--- src/rtl/mul_seq_unit_if.sv ---
// Operand/result handshake bundle for the sequential multiplier.
// master = issuing stage, slave = multiplier.
interface mul_seq_unit_if #(
  parameter int WIDTH = 32
);
  logic                 in_valid;
  logic                 in_ready;
  logic [WIDTH-1:0]     in1;
  logic [WIDTH-1:0]     in2;
  logic [1:0]           in_mode;
  logic                 out_valid;
  logic                 out_ready;
  logic [2*WIDTH-1:0]   out;

  modport master (
    output in_valid, in1, in2, in_mode, out_ready,
    input  in_ready, out_valid, out
  );

  modport slave (
    input  in_valid, in1, in2, in_mode, out_ready,
    output in_ready, out_valid, out
  );
endinterface

--- src/rtl/mul_seq_unit.sv ---
// Sequential WIDTHxWIDTH multiplier: STEP multiplier bits per cycle into carry-save sum/carry, one resolve cycle.
// Result WIDTH/STEP+1 cycles after accept (zero operand: next cycle); held until out_ready, no accept meanwhile.
module mul_seq_unit #(
  parameter int WIDTH = 32,
  parameter int STEP  = 4
) (
  input  logic          i_clk,
  input  logic          i_rst,
  input  logic          i_flush,
  mul_seq_unit_if.slave bus
);
  localparam int N  = WIDTH / STEP;
  localparam int CW = $clog2(N) + 1;
  localparam int PW = 2 * WIDTH;

  if ((WIDTH % STEP) != 0 || (WIDTH % 2) != 0 || WIDTH < 4) begin : g_bad_params
    $error("mul_seq_unit: WIDTH must be even, >= 4 and a multiple of STEP");
  end

  typedef enum logic [1:0] {S_IDLE, S_BUSY, S_FIX, S_DONE} state_t;

  state_t           r_state;
  state_t           w_state_nxt;
  logic [PW-1:0]    r_mcand;
  logic [WIDTH-1:0] r_mplier;
  logic [PW-1:0]    r_sum;
  logic [PW-1:0]    r_carry;
  logic [CW-1:0]    r_cnt;
  logic             r_neg;
  logic [PW-1:0]    r_out;
  logic             r_out_valid;

  logic             w_accept;
  logic             w_zero;
  logic             w_sgn1;
  logic             w_sgn2;
  logic [WIDTH-1:0] w_mag1;
  logic [WIDTH-1:0] w_mag2;
  logic [PW-1:0]    w_sum_nxt;
  logic [PW-1:0]    w_carry_nxt;
  logic [PW-1:0]    w_pp;
  logic [PW-1:0]    w_tmp;
  logic [PW-1:0]    w_prod;

  assign bus.in_ready  = (r_state == S_IDLE) & ~i_flush & ~i_rst;
  assign bus.out_valid = r_out_valid;
  assign bus.out       = r_out;

  assign w_accept = bus.in_valid & bus.in_ready;
  assign w_zero   = (bus.in1 == '0) | (bus.in2 == '0);
  assign w_sgn1   = bus.in_mode[0] & bus.in1[WIDTH-1];
  assign w_sgn2   = bus.in_mode[1] & bus.in2[WIDTH-1];
  // Negating the most negative value wraps back onto itself, which is the correct unsigned magnitude.
  assign w_mag1   = w_sgn1 ? -bus.in1 : bus.in1;
  assign w_mag2   = w_sgn2 ? -bus.in2 : bus.in2;
  assign w_prod   = r_sum + r_carry;

  // One 3:2 compressor row per retired multiplier bit; r_mcand is already aligned to the current bit group.
  always_comb begin
    w_sum_nxt   = r_sum;
    w_carry_nxt = r_carry;
    w_pp        = '0;
    w_tmp       = '0;
    for (int j = 0; j < STEP; j++) begin
      w_pp        = r_mplier[j] ? (r_mcand << j) : '0;
      w_tmp       = w_sum_nxt ^ w_carry_nxt ^ w_pp;
      w_carry_nxt = ((w_sum_nxt & w_carry_nxt) | (w_sum_nxt & w_pp) | (w_carry_nxt & w_pp)) << 1;
      w_sum_nxt   = w_tmp;
    end
  end

  always_comb begin
    w_state_nxt = r_state;
    case (r_state)
      S_IDLE:  if (w_accept) w_state_nxt = w_zero ? S_DONE : S_BUSY;
      S_BUSY:  if (r_cnt == CW'(N - 1)) w_state_nxt = S_FIX;
      S_FIX:   w_state_nxt = S_DONE;
      S_DONE:  if (bus.out_ready) w_state_nxt = S_IDLE;
      default: w_state_nxt = S_IDLE;
    endcase
  end

  always_ff @(posedge i_clk) begin
    if (i_rst || i_flush) begin
      r_state <= S_IDLE;
    end else begin
      r_state <= w_state_nxt;
    end
  end

  always_ff @(posedge i_clk) begin
    if (i_rst || i_flush) begin
      r_mcand     <= '0;
      r_mplier    <= '0;
      r_sum       <= '0;
      r_carry     <= '0;
      r_cnt       <= '0;
      r_neg       <= 1'b0;
      r_out       <= '0;
      r_out_valid <= 1'b0;
    end else begin
      case (r_state)
        S_IDLE: begin
          if (w_accept) begin
            r_mcand  <= {{WIDTH{1'b0}}, w_mag1};
            r_mplier <= w_mag2;
            r_neg    <= w_sgn1 ^ w_sgn2;
            r_sum    <= '0;
            r_carry  <= '0;
            r_cnt    <= '0;
            if (w_zero) begin
              r_out       <= '0;
              r_out_valid <= 1'b1;
            end
          end
        end
        S_BUSY: begin
          r_sum    <= w_sum_nxt;
          r_carry  <= w_carry_nxt;
          r_mcand  <= r_mcand << STEP;
          r_mplier <= r_mplier >> STEP;
          r_cnt    <= r_cnt + 1'b1;
        end
        S_FIX: begin
          r_out       <= r_neg ? -w_prod : w_prod;
          r_out_valid <= 1'b1;
        end
        S_DONE: begin
          if (bus.out_ready) r_out_valid <= 1'b0;
        end
        default: ;
      endcase
    end
  end
endmodule
--- src/flat_wrapper.sv ---
// flat-port wrapper written by rule: the top's interface ports become plain ports
module mul_seq_unit_flat 
#(
  parameter int WIDTH = 32,
  parameter int STEP  = 4
)
  (i_clk, i_rst, i_flush, bus_in_valid, bus_in1, bus_in2, bus_in_mode, bus_out_ready, bus_in_ready, bus_out_valid, bus_out);
  mul_seq_unit_if #(.WIDTH(WIDTH)) bus_i ();
  input  logic i_clk;
  input  logic i_rst;
  input  logic i_flush;
  input wire logic [$bits(bus_i.in_valid)-1:0] bus_in_valid;
  input wire logic [$bits(bus_i.in1)-1:0] bus_in1;
  input wire logic [$bits(bus_i.in2)-1:0] bus_in2;
  input wire logic [$bits(bus_i.in_mode)-1:0] bus_in_mode;
  input wire logic [$bits(bus_i.out_ready)-1:0] bus_out_ready;
  output wire logic [$bits(bus_i.in_ready)-1:0] bus_in_ready;
  output wire logic [$bits(bus_i.out_valid)-1:0] bus_out_valid;
  output wire logic [$bits(bus_i.out)-1:0] bus_out;
  assign bus_i.in_valid = bus_in_valid;
  assign bus_i.in1 = bus_in1;
  assign bus_i.in2 = bus_in2;
  assign bus_i.in_mode = bus_in_mode;
  assign bus_i.out_ready = bus_out_ready;
  assign bus_in_ready = bus_i.in_ready;
  assign bus_out_valid = bus_i.out_valid;
  assign bus_out = bus_i.out;
  mul_seq_unit #(.WIDTH(WIDTH), .STEP(STEP)) u_core (.i_clk(i_clk), .i_rst(i_rst), .i_flush(i_flush), .bus(bus_i));
endmodule
--- config.mk ---
export PLATFORM = sky130hd
export DESIGN_NAME = mul_seq_unit_flat
export DESIGN_NICKNAME = d
export VERILOG_FILES = /design/src/rtl/mul_seq_unit_if.sv /design/src/rtl/mul_seq_unit.sv /design/src/flat_wrapper.sv
export SDC_FILE = /design/constraint.sdc
export NUM_CORES = 1
export LEC_CHECK = 0
export CORE_MARGIN = 3
export CORE_UTILIZATION = 48
export DETAILED_ROUTE_END_ITERATION = 8
export PLACE_DENSITY = 0.72
export SETUP_SLACK_MARGIN = 0.02
export SYNTH_ARGS = -nofsm -noshare
export SYNTH_HDL_FRONTEND = slang
export SYNTH_SLANG_ARGS = --single-unit
--- constraint.sdc ---
create_clock -name i_clk -period 10.37 [get_ports i_clk]
set_input_delay 1.5555 -clock i_clk [delete_from_list [all_inputs] [get_ports i_clk]]
set_output_delay 1.5555 -clock i_clk [all_outputs]
set_load 0.01 [all_outputs]
==> results of run 1 <==
metrics by stage:
step	area (sq um)	std cells	power [W]	util	hold slack (ns)
final	27800	3840	0.00253	0.540	0.449
after detailed placement	26700	3778	0.00132	0.518	0.444
after global placement	26700	3778	0.00131	0.518	0.441
after floorplan	25100	3141	0.00125	-	0.432
after global routing	27800	3840	0.00260	0.540	0.468
after CTS	27800	3840	0.00255	0.540	0.453
cell families (layout without fill, tap and decap cells):
logic type	Yosys count	in the layout	share of synthesized area
AND/OR/NAND/NOR	1137	1137	0.209
AO/OA/AOI/OAI	756	756	0.196
buffers and inverters	470	489	0.0719
adder cells (fa/ha/maj)	314	314	0.229
flip-flops	292	292	0.233
XOR/XNOR	164	164	0.0573
multiplexers	8	8	0.00329
per-layer routing:
metal  track usage  vias to the layer above
met5             0                        -
met1         0.361                    10900
li1              -                    10600
met2         0.407                      851
met3        0.0422                       94
met4        0.0622                        0
layout make-up:
class                      count  area share
multi-input combinational   2379       0.628
clock inverter                20     0.00751
clock buffer                  42      0.0328
tap                          680      0.0306
inverter                     274      0.0370
timing repair buffer         153      0.0535
sequential                   292       0.210
registers in the layout, indices dropped and copies added, names as in the netlist:
| register | cells |
|---|---|
| u_core.r_mplier | 32 |
| u_core.r_mcand | 64 |
| u_core.bus.out_valid | 1 |
| u_core.r_sum | 64 |
| u_core.r_state | 2 |
| u_core.r_neg | 1 |
| u_core.bus.out | 64 |
| u_core.r_carry | 60 |
| u_core.r_cnt | 4 |
worst max-delay path by stage:
stage	end	slack [ns]
2_1_floorplan	u_core.bus.out[49]$_SDFFE_PP0P_	6.04
3_3_place_gp	u_core.bus.out[25]$_SDFFE_PP0P_	3.94
3_5_place_dp	u_core.bus.out[41]$_SDFFE_PP0P_	3.59
4_1_cts	u_core.bus.out[41]$_SDFFE_PP0P_	4.16
5_1_grt	u_core.bus.out[41]$_SDFFE_PP0P_	3.63
6_report	u_core.bus.out[41]$_SDFFE_PP0P_	4.17
synth_stat cells (5+ instances only):
cell | number | area share
nand2_1 | 453 | 0.068
nor2_1 | 308 | 0.046
dfxtp_1 | 292 | 0.23
inv_1 | 272 | 0.041
fa_1 | 243 | 0.19
a21oi_1 | 211 | 0.042
a22oi_1 | 175 | 0.052
clkbuf_1 | 163 | 0.024
and2_1 | 137 | 0.034
o21ai_0 | 132 | 0.026
xnor2_1 | 107 | 0.037
ha_1 | 71 | 0.035
xor2_1 | 57 | 0.020
nand3_1 | 54 | 0.011
nor3_1 | 38 | 0.0076
nand4_1 | 36 | 0.0090
o21ai_1 | 35 | 0.0070
o31ai_1 | 31 | 0.0093
a21o_1 | 25 | 0.0075
buf_2 | 22 | 0.0044
or3_1 | 18 | 0.0045
a211oi_1 | 16 | 0.0048
a31oi_1 | 15 | 0.0037
o211ai_1 | 15 | 0.0045
o21a_1 | 14 | 0.0042
and4_1 | 12 | 0.0042
nand2b_1 | 12 | 0.0030
and3_1 | 11 | 0.0027
nor4_1 | 9 | 0.0022
or4_1 | 9 | 0.0027
buf_1 | 8 | 0.0012
o21bai_1 | 7 | 0.0021
or2_2 | 7 | 0.0017
a21oi_2 | 6 | 0.0021
mux2i_1 | 6 | 0.0024
a31o_2 | 5 | 0.0017
nor2b_1 | 5 | 0.0012
critical path, cell delays in order:
cell and delay, ns:
clkdlybuf4s50_1 0.51, nor3_2 0.22, nand2b_1 0.11, or3_1 0.36, nor4_2 0.39, nand3_1 0.20
or4_1 0.45, or3_1 0.38, o311ai_1 0.11, buf_4 0.25, o21a_1 0.70, nand3_1 0.90
o21ai_0 0.46
power by group through the flow:
| stage | Sequential (W) | Clock [W] | Combinational (W) |
|---|---|---|---|
| 6_report | 0.00113 | 0.00123 | 0.000161 |
| 5_1_grt | 0.00113 | 0.00129 | 0.000176 |
| 4_1_cts | 0.00113 | 0.00125 | 0.000160 |
| 3_5_place_dp | 0.00116 | 0 | 0.000159 |
| 3_3_place_gp | 0.00116 | 0 | 0.000156 |
| 2_1_floorplan | 0.00115 | 0 | 0.0000964 |
==> results.yml, run 1 <==
timing:
  slew_headroom: 0.130
  min_period_ns: 6.20
  period_share: 0.598
  clock_skew_ns: 0.0388
  timing.setup.tns_ns: 0
  fmax_ghz: 0.161
  finalSetupViolCount: 0
  slew_viol_final: 0
  rsz0062_at_grt: "false"
  tightest_slew_ns: 1.29
  finalHoldViolCount: 0
  worst_slack_ns: 4.17
drt:
  drc: 0
  viasPerCell: 5.84
  met3_length_um: 5400
  drtPass1Iterations: 6
  met1Wirelength_um: 31500
  wl_um: 69700
  wl_met2_um: 31600
  drtIter0Drc: 2231
  top_layer_used: "met4"
  wl_per_cell_um: 18.2
  dr_total_vias: 22400
  antenna_left: 0
power:
  powerDensity_mw_per_mm2: 90.8
  swShare: 0.251
  pwr-share-clk: 0.487
  p_seq_frac: 0.449
  power_frac_comb: 0.064
  leakage_nw: 10.6
  vdd_drop_max_mv: 0.110
  switchingPower_w: 0.000633
  intPower_w: 0.00189
floorplanning:
  rows: 83
  start_util: 0.487
  fp.dieW_um: 235
  dieArea_sq_mm: 0.0550
  ios: 137
  die_h_um: 235
  core_sq_mm: 0.0515
worst_setup_path:
  crit_start: "bus_in1[14]"
  rr_endpoint: "u_core.bus.out[57]$_SDFFE_PP0P_"
  crit_required_ns: 10.81
  reg2regPathDepth: 14
  crit_arrival_ns: 6.64
  critPathMaxFanout: 32
  reg2reg_setup_slack_ns: 5.68
  path_class: "in2reg"
  rr_startpoint: "u_core.r_carry[4]$_SDFFE_PP0P_"
  cp-end-kind: "flip-flop"
  worst_setup_path_start_kind: "primary input"
clocking:
  post_cts_buffers: 0
  clkTransAtPathRegs_ns: 0.06
  cts_resized: 0
  numCtsBuffers: 34
  tritoncts: "built"
  clock_sinks: 292
  ctsHtreeMaxLevel: 2
  hold_buffers: 0
  clock_latency_ns: 0.57
  clock_path_buffers: 3
  root_buffer: "clkbuf_16"
run:
  drv_cap: 0
yosys:
  yosysSeqAreaShare: 0.233
  syn_nets: 3526
  syn_area_sq_mm: 0.0251
  yosys_most_used_dff: "dfxtp_1"
  syn_inst: 3141
  synthArstFlopShare: 0
  synth-edff-count: 0
  ys_warn_count: 0
  synth-seq-cells: 292
  ys_types: 99
  syn_area_per_cell_sq_um: 7.99
cells_and_area:
  drive_gt1_frac: 0.0449
  regArea_sq_mm: 0.00585
  antenna_cells: 0
  layout_common_cells: "nand2_1 (453), nor2_1 (307), dfxtp_1 (289)"
  layout.nets: 3519
  syn2layout_area_growth_pct: 10.9
  final_common_cell: "nand2_1"
  multi_input_area_sq_mm: 0.0175
  fill_cells: 4746
grt:
  grt_usage: 0.255
  first_global_vias: 22000
  antenna_found_initial: 0
  overflow: 0
  grt_max_degree: 110
  grt_pass1_wl_um: 115000
min_path:
  hold_class: "reg2reg"
  whs_endpoint: "u_core.bus.out[16]$_SDFFE_PP0P_"
  worstHoldPathCells: 2
  min_from: "u_core.bus.out[16]$_SDFFE_PP0P_"
place:
  hpwl_um: 53100
  gp_congestion: 0.978
  dp_slack_ns: 3.59
  port_buffers: 136
run_status:
  outcome: "complete, no violations"
Power figures use the tool's default switching activity.
==> run 2, diff against run 1 <==
Settings changed: PLACE_DENSITY 0.72 to 0.75.
Clock period 10.37 ns to 5.6 ns, I/O delays scaled along.
==> run 2 against run 1 <==
Register-to-register slack worse by 4.5 ns; total power increased by 88%; critical path type is now reg2reg; sequential power grew 86%; clock power rose by 92%; critical path depth grew 1; highest routed layer is now met5; first-iteration DRC count shrank 10%.
==> results.yml, run 2 (synthesized netlist as in run 1, its figures left out) <==
run_status:
  outcome: "complete, no violations"
cells_and_area:
  regArea_sq_mm: 0.00585
  multi_input_area_sq_mm: 0.0175
  layout.nets: 3526
  fill_cells: 4789
  antenna_cells: 0
  layout_common_cells: "nand2_1 (453), nor2_1 (307), dfxtp_1 (289)"
  drive_gt1_frac: 0.0468
  final_common_cell: "nand2_1"
  syn2layout_area_growth_pct: 11.4
timing:
  finalSetupViolCount: 0
  timing.setup.tns_ns: 0
  min_period_ns: 4.43
  finalHoldViolCount: 0
  rsz0062_at_grt: "false"
  slew_viol_final: 0
  clock_skew_ns: 0.0275
  fmax_ghz: 0.225
  tightest_slew_ns: 1.12
  period_share: 0.792
  slew_headroom: 0.254
drt:
  dr_total_vias: 21900
  drtPass1Iterations: 7
  antenna_left: 0
  viasPerCell: 5.71
  drc: 0
  wl_per_cell_um: 17.2
  wl_um: 66200
  drtIter0Drc: 2007
grt:
  grt_pass1_wl_um: 110000
  grt_usage: 0.244
  overflow: 0
  antenna_found_initial: 1
  first_global_vias: 20900
  grt_max_degree: 151
clocking:
  tritoncts: "built"
  clkTransAtPathRegs_ns: 0.06
  numCtsBuffers: 34
  post_cts_buffers: 0
  hold_buffers: 0
  clock_path_buffers: 3
  cts_resized: 0
  clock_sinks: 292
  root_buffer: "clkbuf_16"
  ctsHtreeMaxLevel: 2
  clock_latency_ns: 0.56
worst_setup_path:
  critPathMaxFanout: 7
  path_class: "reg2reg"
  worst_setup_path_start_kind: "flip-flop"
  reg2reg_setup_slack_ns: 1.17
  cp-end-kind: "flip-flop"
  crit_required_ns: 6.09
  crit_arrival_ns: 4.92
floorplanning:
  core_sq_mm: 0.0515
  fp.dieW_um: 235
  die_h_um: 235
  rows: 83
  ios: 137
  start_util: 0.487
  dieArea_sq_mm: 0.0550
power:
  power_w: 0.00475
  leakage_nw: 10.7
  powerDensity_mw_per_mm2: 170
  vdd_drop_max_mv: 0.151
run:
  drv_cap: 0
min_path:
  hold_class: "reg2reg"
place:
  gp_congestion: 0.916
  port_buffers: 136
  hpwl_um: 49800
==> run 2: cell type report <==
class                           instances  share of cell area
Clock buffer                           46              0.0353
Clock inverter                         14             0.00707
Sequential cell                       292               0.209
Multi-Input combinational cell       2379               0.625
Timing Repair Buffer                  160              0.0560
Tap cell                              680              0.0304
Inverter                              274              0.0368
==> run 2: layer usage <==
layer / track usage / up-vias / wire [um]
li1: - / 10600 / -
met1: 0.356 / 10500 / 30600
met2: 0.368 / 742 / 29100
met3: 0.0489 / 102 / 5150
met4: 0.0667 / 2 / 1380
met5: 0 / - / 7
==> run 2: metrics by stage <==
step | std cells | utilization | hold WS (ns) | setup WS (ns) | cell area (sq um)
finish | 3845 | 0.543 | 0.450 | 1.17 | 28000
global route | 3845 | 0.543 | 0.469 | 0.918 | 28000
CTS | 3845 | 0.543 | 0.452 | 1.19 | 28000
detailed placement | 3785 | 0.520 | 0.444 | 0.849 | 26800
global placement | 3785 | 0.520 | 0.434 | 0.952 | 26800
floorplan | 3141 | - | 0.432 | 1.75 | 25100
==> run 2: critical path, cell delays in order (launching register included) <==
cell and delay [ns]:
dfxtp_1 0.34, ha_1 0.24, fa_1 0.47, a211oi_4 0.32, o21ai_1 0.17, a21oi_4 0.24, a21oi_2 0.15, or3_1 0.35
a221oi_1 0.42, or4b_4 0.54, and4b_1 0.42, a21oi_1 0.12, xor2_1 0.27, nand3_1 0.11, a21oi_1 0.18
==> run 2: path summary, 6_finish.rpt <==
check	endpoint	from	cells past startpoint
worst min register to register	u_core.bus.out[17]$_SDFFE_PP0P_	u_core.bus.out[17]$_SDFFE_PP0P_	2
worst max register to register	u_core.bus.out[38]$_SDFFE_PP0P_	u_core.r_carry[4]$_SDFFE_PP0P_	14
worst min-delay path	u_core.bus.out[17]$_SDFFE_PP0P_	u_core.bus.out[17]$_SDFFE_PP0P_	2
worst max-delay path	u_core.bus.out[38]$_SDFFE_PP0P_	u_core.r_carry[4]$_SDFFE_PP0P_	14
==> run 2: where the power goes <==
group | switching, W | internal (W) | total [W] | leakage [nW]
sequential | 0.0000190 | 0.00209 | 0.00210 | 2.35
combinational | 0.000180 | 0.000111 | 0.000291 | 7.73
clock | 0.000930 | 0.00143 | 0.00236 | 0.580
